**config.mk**
```make
export PLATFORM = sky130hd
export DESIGN_NAME = ternary_pair_sequencer
export DESIGN_NICKNAME = d
export VERILOG_FILES = /design/src/rtl/ternary_pkg.sv /design/src/rtl/txor_watchdog.sv /design/src/rtl/ternary_pair_sequencer.sv
export SDC_FILE = /design/constraint.sdc
export NUM_CORES = 1
export LEC_CHECK = 0
export ABC_AREA = 1
export ABC_CLOCK_PERIOD_IN_PS = 3400
export BUFFER_PORTS_ARGS = -buffer_cell sky130_fd_sc_hd__clkbuf_2
export CAP_MARGIN = 25
export CORE_MARGIN = 2
export CORE_UTILIZATION = 55
export CTS_CLUSTER_SIZE = 10
export DETAILED_ROUTE_END_ITERATION = 6
export PLACE_DENSITY = 0.78
export SLEW_MARGIN = 10
export SYNTH_ARGS = -nofsm -noshare
export SYNTH_HDL_FRONTEND = slang
export SYNTH_SLANG_ARGS = --single-unit
```
**constraint.sdc**
```tcl
create_clock -name clk -period 3.4 [get_ports clk]
set_clock_uncertainty 0.05 [all_clocks]
set_input_delay 0.68 -clock clk [delete_from_list [all_inputs] [get_ports clk]]
set_output_delay 0.68 -clock clk [all_outputs]
set_load 0.03 [all_outputs]
```
**src/rtl/ternary_pkg.sv**
```systemverilog
// ternary_pkg: shared types, constants and the golden ternary function for
// the ternary pair sequencer.
//   trit_t        2-bit balanced-ternary digit (11=-1, 00=0, 01=+1, 10 illegal)
//   seq_state_t   sequencer FSM states
//   trit_xor      golden classifier function, -(x*y)
//   trit_of_digit maps an unsigned digit 0/1/2 onto the trit -1/0/+1
package ternary_pkg;

    typedef logic [1:0] trit_t;

    localparam trit_t TRIT_NEG     = 2'b11;
    localparam trit_t TRIT_ZERO    = 2'b00;
    localparam trit_t TRIT_POS     = 2'b01;
    localparam trit_t TRIT_ILLEGAL = 2'b10;

    localparam logic [3:0] LAST_PAIR = 4'd8;

    typedef enum logic [2:0] {
        ST_IDLE,
        ST_ISSUE,
        ST_WAIT,
        ST_CHECK,
        ST_DONE
    } seq_state_t;

    // -(x*y) for legal trits: zero if either operand is zero, otherwise
    // equal signs give -1 and opposite signs give +1.
    function automatic trit_t trit_xor(trit_t x, trit_t y);
        if (x == TRIT_ZERO || y == TRIT_ZERO) begin
            return TRIT_ZERO;
        end
        return (x == y) ? TRIT_NEG : TRIT_POS;
    endfunction

    function automatic trit_t trit_of_digit(logic [1:0] d);
        case (d)
            2'd0:    return TRIT_NEG;
            2'd1:    return TRIT_ZERO;
            default: return TRIT_POS;
        endcase
    endfunction

endpackage

```
**src/rtl/txor_watchdog.sv**
```systemverilog
// txor_watchdog: loadable up-counter with a terminal flag, used to bound the
// time the sequencer waits for a classifier result.
//   clk     rising-edge clock
//   rst     synchronous active-high reset (clears the count)
//   load    clears the count (held while the sequencer is not waiting)
//   run     counts one per cycle while high
//   expired high in the LIMIT-th consecutive run cycle
module txor_watchdog #(
    parameter int unsigned LIMIT = 255
) (
    input  logic clk,
    input  logic rst,
    input  logic load,
    input  logic run,
    output logic expired
);

    localparam int unsigned CW = (LIMIT < 2) ? 1 : $clog2(LIMIT);

    logic [CW-1:0] count;

    // count==k during the (k+1)-th run cycle, so the flag rises in cycle LIMIT
    assign expired = run && (count == CW'(LIMIT - 1));

    always_ff @(posedge clk) begin
        if (rst || load) begin
            count <= '0;
        end else if (run && !expired) begin
            count <= count + CW'(1);
        end
    end

endmodule

```
**src/rtl/ternary_pair_sequencer.sv**
```systemverilog
// ternary_pair_sequencer: sweeps all nine (x,y) trit pairs through a
// downstream classifier over ready/valid handshakes and checks every result
// against -(x*y).
//   clk          rising-edge clock
//   rst          synchronous active-high reset, priority over everything
//   start        one-cycle sweep request, ignored while busy
//   pair_valid   / pair_ready / pair_x / pair_y : pair issue handshake
//   res_valid    / res_ready / res_z             : result return handshake
//   busy         high in every state except IDLE
//   done         one-cycle pulse at sweep end
//   err_count    mismatches in the current or last sweep (0..9)
//   mismatch_map bit i set when pair i mismatched or timed out
// Optional feature: define TXOR_SEQ_TIMEOUT_EN to bound WAIT to MAX_WAIT
// cycles; an expired wait counts as a mismatch for that pair.
module ternary_pair_sequencer
    import ternary_pkg::*;
#(
    parameter int unsigned MAX_WAIT = 255
) (
    input  logic       clk,
    input  logic       rst,
    input  logic       start,
    output logic       pair_valid,
    input  logic       pair_ready,
    output logic [1:0] pair_x,
    output logic [1:0] pair_y,
    input  logic       res_valid,
    output logic       res_ready,
    input  logic [1:0] res_z,
    output logic       busy,
    output logic       done,
    output logic [3:0] err_count,
    output logic [8:0] mismatch_map
);

    if (MAX_WAIT == 0) begin : g_bad_max_wait
        $error("MAX_WAIT must be at least 1");
    end

    seq_state_t state, next_state;
    logic [3:0] idx;
    trit_t      res_q;
    logic       to_q;
    logic       timeout;
    logic       pair_bad;

`ifdef TXOR_SEQ_TIMEOUT_EN
    txor_watchdog #(
        .LIMIT(MAX_WAIT)
    ) u_watchdog (
        .clk    (clk),
        .rst    (rst),
        .load   (state != ST_WAIT),
        .run    (state == ST_WAIT),
        .expired(timeout)
    );
`else
    assign timeout = 1'b0;
`endif

    always_ff @(posedge clk) begin
        if (rst) begin
            state <= ST_IDLE;
        end else begin
            state <= next_state;
        end
    end

    always_comb begin
        next_state = state;
        pair_valid = 1'b0;
        res_ready  = 1'b0;
        busy       = 1'b1;
        done       = 1'b0;
        pair_x     = TRIT_ZERO;
        pair_y     = TRIT_ZERO;

        // pair i is (i/3 - 1, i%3 - 1); outputs rest at zero while idle
        if (state != ST_IDLE) begin
            pair_x = trit_of_digit(2'(idx / 4'd3));
            pair_y = trit_of_digit(2'(idx % 4'd3));
        end

        case (state)
            ST_IDLE: begin
                busy = 1'b0;
                if (start) begin
                    next_state = ST_ISSUE;
                end
            end
            ST_ISSUE: begin
                pair_valid = 1'b1;
                if (pair_ready) begin
                    next_state = ST_WAIT;
                end
            end
            ST_WAIT: begin
                res_ready = 1'b1;
                if (res_valid || timeout) begin
                    next_state = ST_CHECK;
                end
            end
            ST_CHECK: begin
                next_state = (idx == LAST_PAIR) ? ST_DONE : ST_ISSUE;
            end
            ST_DONE: begin
                done       = 1'b1;
                next_state = ST_IDLE;
            end
            default: begin
                next_state = ST_IDLE;
            end
        endcase
    end

    assign pair_bad = to_q || (res_q == TRIT_ILLEGAL) ||
                      (res_q != trit_xor(pair_x, pair_y));

    always_ff @(posedge clk) begin
        if (rst) begin
            idx          <= '0;
            res_q        <= TRIT_ZERO;
            to_q         <= 1'b0;
            err_count    <= '0;
            mismatch_map <= '0;
        end else begin
            case (state)
                ST_IDLE: begin
                    if (start) begin
                        idx          <= '0;
                        err_count    <= '0;
                        mismatch_map <= '0;
                    end
                end
                ST_WAIT: begin
                    // a result arriving on the expiry cycle still counts
                    if (res_valid) begin
                        res_q <= res_z;
                        to_q  <= 1'b0;
                    end else if (timeout) begin
                        to_q <= 1'b1;
                    end
                end
                ST_CHECK: begin
                    if (pair_bad) begin
                        mismatch_map[idx] <= 1'b1;
                        err_count         <= err_count + 4'd1;
                    end
                    if (idx != LAST_PAIR) begin
                        idx <= idx + 4'd1;
                    end
                end
                default: begin
                end
            endcase
        end
    end

endmodule
```
# After elaboration in Yosys (flattened, before gate mapping)
# Index checks and enable logic that the tools add are counted.
[classes]
n_div = 2
n_mux = 27
n_reduce_logical = 14
add_sub_neg = 2
eq_ne = 16
n_bitwise = 1
order_cmp = 2
[op_table]
columns = ["operator", "count"]
rows = [
  ["two-way mux 9 bit", 2],
  ["one-hot mux 9 bit (2 select lines)", 1],
  ["one-hot mux 4 bit (2 select lines)", 2],
  ["two-way mux 3 bit", 4],
  ["two-way mux 4 bit", 3],
  ["one-hot mux 3 bit (4 select lines)", 1],
  ["two-way mux 2 bit", 5],
  ["inequality test 2 bit (second input constant)", 5],
  ["OR 9 bit", 1],
  ["AND reduction 3 bit", 3],
  ["adder 4 x 1 -> 4 bit (second input constant)", 2],
  ["logical NOT 2 bit", 4],
  ["one-hot mux 2 bit (2 select lines)", 2],
  ["equality test 3 x 2 -> 1 bit (second input constant)", 2],
  ["two-way mux 1 bit", 6],
  ["less-than comparator 4 x 5 -> 1 bit (second input constant)", 1],
  ["demux 1 bit (select 4 bit)", 1],
  ["divider 4 x 2 -> 4 bit (second input constant)", 1],
  ["equality test 2 x 1 -> 1 bit (second input constant)", 2],
  ["equality test 4 bit (second input constant)", 1],
  [">= comparator 4 x 1 -> 1 bit (second input constant)", 1],
  ["remainder unit 4 x 2 -> 4 bit (second input constant)", 1],
  ["inequality test 4 bit (second input constant)", 1],
  ["equality test 3 x 1 -> 1 bit (second input constant)", 1],
  ["10 further kinds", 11],
]
[totals]
reg_bits = 22
elab_cells = 69
out_inout_bits = 21

# Depth between registers and ports, before layout
[logic_depth]
depth_word = 12
depth_mapped = 24
depth_no_buf = 24

# Least setup slack after synthesis
# No wires, ideal clock.
[synth_path]
kind = "reg-to-output"
startpoint = "register idx[3]"
endpoint = "output port pair_y[0]"
path_buffers = 0
path_slack_ps = 395
path_stages_with_launch = 17
required_time_ps = 2670
arrival_time_ps = 2275
path_cell_list = "dfxtp_1 -> inv_2 -> nand2_2 -> inv_1 -> ha_1 -> inv_1 -> ha_1 -> nand2_2 -> nand2_1 -> nand2_1 -> inv_1 -> ha_1 -> inv_1 -> nand3_4 -> nand2_2 -> nand2_4 -> a21oi_1"
[synth_via]
elab_chain_len = 4
[synth_lines]
columns = ["item", "line_no", "source"]
rows = [
  ["start: declaration", "ternary_pair_sequencer.sv:41", "logic [3:0] idx;"],
  ["start signal: assignment", "ternary_pair_sequencer.sv:150", "idx <= idx + 4'd1;"],
  ["remainder unit 4 x 2 -> 4 bit (*)", "ternary_pair_sequencer.sv:81", "pair_y = trit_of_digit(2'(idx % 4'd3));"],
  ["equality test 2 x 1 -> 1 bit / logical NOT 2 bit (equally long branches)", "ternary_pkg.sv:36", "case (d)"],
  ["one-hot mux 2 bit (2 select lines) (*)", "ternary_pkg.sv:36", ""],
  ["two-way mux 2 bit (*)", "ternary_pair_sequencer.sv:79", "if (state != ST_IDLE) begin"],
  ["end: declaration", "ternary_pair_sequencer.sv:26", "output logic [1:0] pair_y,"],
]
# Every way passes the cells marked *; elsewhere a longest branch is shown, timed or not.

# Worst setup path in the final report
[layout_path]
startpoint = "register idx[2]"
endpoint = "output port pair_y[0]"
# Same word-level chain as after synthesis.

==> results.md <==
* Outcome: finished clean
* Peak supply drop at 0.5695 mV
* Clock Sink Count at 22
* Seq cells post-synth at 22
* Avg Cell Area, Syn at around 7.8 sq um
* Final nets at about 250
* Layout area overhead at 13.60%
* Critical Path Slowest Stage Cell: dfxtp_1
* CP Buf/Inv Count at 5
* Post-DP HPWL at about 2.2 mm
* 1st-iter DRT viols at 30
* Final Hold Vio Count at 0
* GRT Util Overall at 18.61%
* Max-Cap Viols at 0
* Post-synth top area share at 27.83%
* First-pass GRT wire length at 4.885 mm
* Post-synthesis cell count at 204
* Layout cell share with drive strength beyond 1 at between 40% and 50%
* Setup violations, final at 0
* RR Startpoint: idx[2]
* Req. time, crit path at 2.67 ns
* Fillers at 247
* Pwr Density at 666.5 nW/um^2
* Multi-input gate area at 954.7 sq um
* Worst Slack Setup Final at 0.2701 ns
* DR WL met3 at 93 microns
* Critical Path Source Type: flip-flop
* Fmax at 319.5 MHz
* Max clock buf depth at 2
* ANT cells at 0
* Clock Root Buffer: clkbuf_4
* Syn nets at 219
* Routed Antenna Nets at 0
* WL met2 at 1.399 mm
* CP top delay family: simple AND/OR/NAND/NOR gates
* CTS Hold Bufs at 0
* Worst stage delay on the critical path at between 0.4 and 0.5 ns
* TritonRoute pass-1 iters at 4
* Core footprint at 2734 sq um
* Die area at about 3300 sq um
* R2R Setup Slk at 0.55 ns
* Die width at 57.65 microns
* Worst slack at placement at around 0.40 ns
* Area contributors post-synth: dfxtp_1, inv_1, nand3_2
* DRC violations left at 0
* Top Layer Used: met4
* Via count at 1326
* Initial Util at 57.89%
* Slew @ Worst Pin at 0.3378 ns
* CTS tree: done
* Pins over their slew limit at 0
* CP cell instances: nand2_2, inv_1, ha_1, inv_1, ha_4, nand2_4, nand2_1, nand2_1, inv_1, ha_1, inv_2, nand3_4, nand2_2, nand2_4, a21oi_1, buf_4
* Buffers added on ports at 27
* R2r endpoint: err_count[0]
* Vias per Instance at 5.042
* Final min period at between 3 and 4 ns
* Biggest area consumer among synthesized cells: dfxtp_1
* Cells on worst reg2reg path at 22
* Per-cell routed wire length at 10.94 microns
* CP Max Fanout at 6
* PnR Total Power at 1.198 mW
* H-tree depth at 1
* Die Ht at 57.65 microns
* CP Capture Point: pair_y[0]
* Crit-path most repeated cell: inv_1
* GP Congestion at 0.7759
* Clock-pin slew on the worst setup and hold paths at 0.12 ns
* RSZ-0062 raised after global routing: no
* Leak pwr at approximately 0.8 nW
* Number of global-route vias before repair at 1161
* Largest net degree at the start of global routing at 16
* Total Wirelength at 2.877 mm
* Slew margin rel. at 77.41%
* Worst path depth at 16
* CP Launch Point: idx[2]
* Final setup TNS at 0 ns
* I/O pins at 28
* Period utilisation layout at 92.06%
* Num CTS Buffers at 3
* Worst Setup Path Type: reg2out
* Register area share after synthesis at 27.83%
* Clock Latency Late Sink at 0.31 ns
* CP endpoint kind: primary output
* Synth cell types at 34
* Seq. cell area at 441.7 sq um
* Worst hold path class: reg2reg
* GRT overflow at 0
* Row count at 19
* Mapped Area at 1583 sq um
* Initial antenna violation count at 0
* Critical Path AT at 2.40 ns
* M1 WL at 1.357 mm
* Yosys warning count at 0
* Fin util at 65.77%
==> worst min-delay path by stage <==
stage,startpoint,to,cells past startpoint
2_1_floorplan,res_q[0],res_q[0],2
3_3_place_gp,mismatch_map[2],mismatch_map[2],2
3_5_place_dp,mismatch_map[6],mismatch_map[6],2
4_1_cts,mismatch_map[6],mismatch_map[6],2
5_1_grt,mismatch_map[0],mismatch_map[0],2
6_report,mismatch_map[2],mismatch_map[2],2
==> kinds of logic (layout without fill, tap and decap cells) <==
group           count (synthesis)  in the layout  synth area share [%]
xor+xnor                        2              2                 1.107
flops                          22             22                 27.83
fa+ha+maj                       8              8                 6.324
simple gates                   96             96                 38.10
compound gates                 30             30                 13.68
buf+inv                        46             74                 12.96
==> per-stage QoR <==
step / hold slack (ns) / cells / instance area, sq um
2_1_floorplan: 0.4003 / 204 / 1583
3_3_place_gp: 0.3982 / 259 / 1722
3_5_place_dp: 0.4022 / 259 / 1722
4_1_cts: 0.4208 / 263 / 1774
5_1_grt: 0.4372 / 263 / 1798
6_report: 0.4172 / 263 / 1798
==> state kept, by name (all words and copies together) (netlist names) <==
signal / flops
res_q: 2
err_count: 4
mismatch_map: 9
state: 3
idx: 4
==> final cells by class <==
class | instances | area share [%]
Clock buffer | 3 | 1.253
Clock inverter | 1 | 1.670
Inverter | 42 | 9.047
Multi-Input combinational cell | 136 | 53.10
Sequential cell | 22 | 24.57
Tap cell | 31 | 2.157
Timing Repair Buffer | 28 | 8.212
==> what timing repair did <==
action	in CTS	in global routing
endpoints found under the setup margin	0	4
hold endpoints to repair	0	0
buffers inserted	0	0
gates resized for setup	0	12
==> layer usage <==
| layer | vias to the layer above | GRT usage [%] |
|---|---|---|
| met5 | - | 0 |
| met4 | 0 | 4.983 |
| met3 | 5 | 4.018 |
| met2 | 20 | 32.14 |
| met1 | 597 | 23.46 |
| li1 | 704 | - |
==> placed cells by master, fill, tap and decap left out, drive strengths merged, types with 2 or more instances in the layout <==
cell type and count:
a211oi 2, xor2 2, ha 8, clkbuf 28
nor2 24, dfxtp 22, o21ai 5, nor3 5
a21oi 21, buf 3, inv 41, nand2 36
nand4 2, nand3 25
==> power breakdown <==
part / internal, mW / total (mW) / leakage (nW) / switching (mW)
logic: 0.206 / 0.663 / 0.587 / 0.457
registers: 0.293 / 0.334 / 0.179 / 0.0411
clock network: 0.119 / 0.202 / 0.0279 / 0.0824
total: 0.618 / 1.20 / 0.794 / 0.581
==> cells in the mapped netlist <==
library cell / count
buf_6: 1
dfxtp_1: 22
a211oi_1: 2
a21oi_2: 12
buf_12: 1
inv_1: 36
nor3b_1: 1
nor2_2: 3
nand2_4: 4
nand4_1: 1
clkinv_4: 1
nand2_1: 20
buf_4: 1
nand3_1: 10
buf_1: 1
nand2_2: 12
nand3b_2: 1
a21oi_1: 8
or4_1: 1
o21ai_0: 5
o21bai_1: 1
nand4_2: 1
nor2_4: 1
nor3_4: 1
or2_2: 1
o21a_1: 1
nand3_2: 13
a21oi_4: 1
xor2_1: 2
nor2_1: 20
inv_2: 5
ha_1: 8
nor3_1: 4
nand3_4: 2
==> worst min-delay path: cells and delay by family, from the launching register on <==
kind / cells / cell delay (ns)
AOI/OAI and AO/OA: 1 / 0.05
DFF: 1 / 0.33
buffers and inverters: 1 / 0.06
Note: power is estimated with default switching activity, not from simulation.
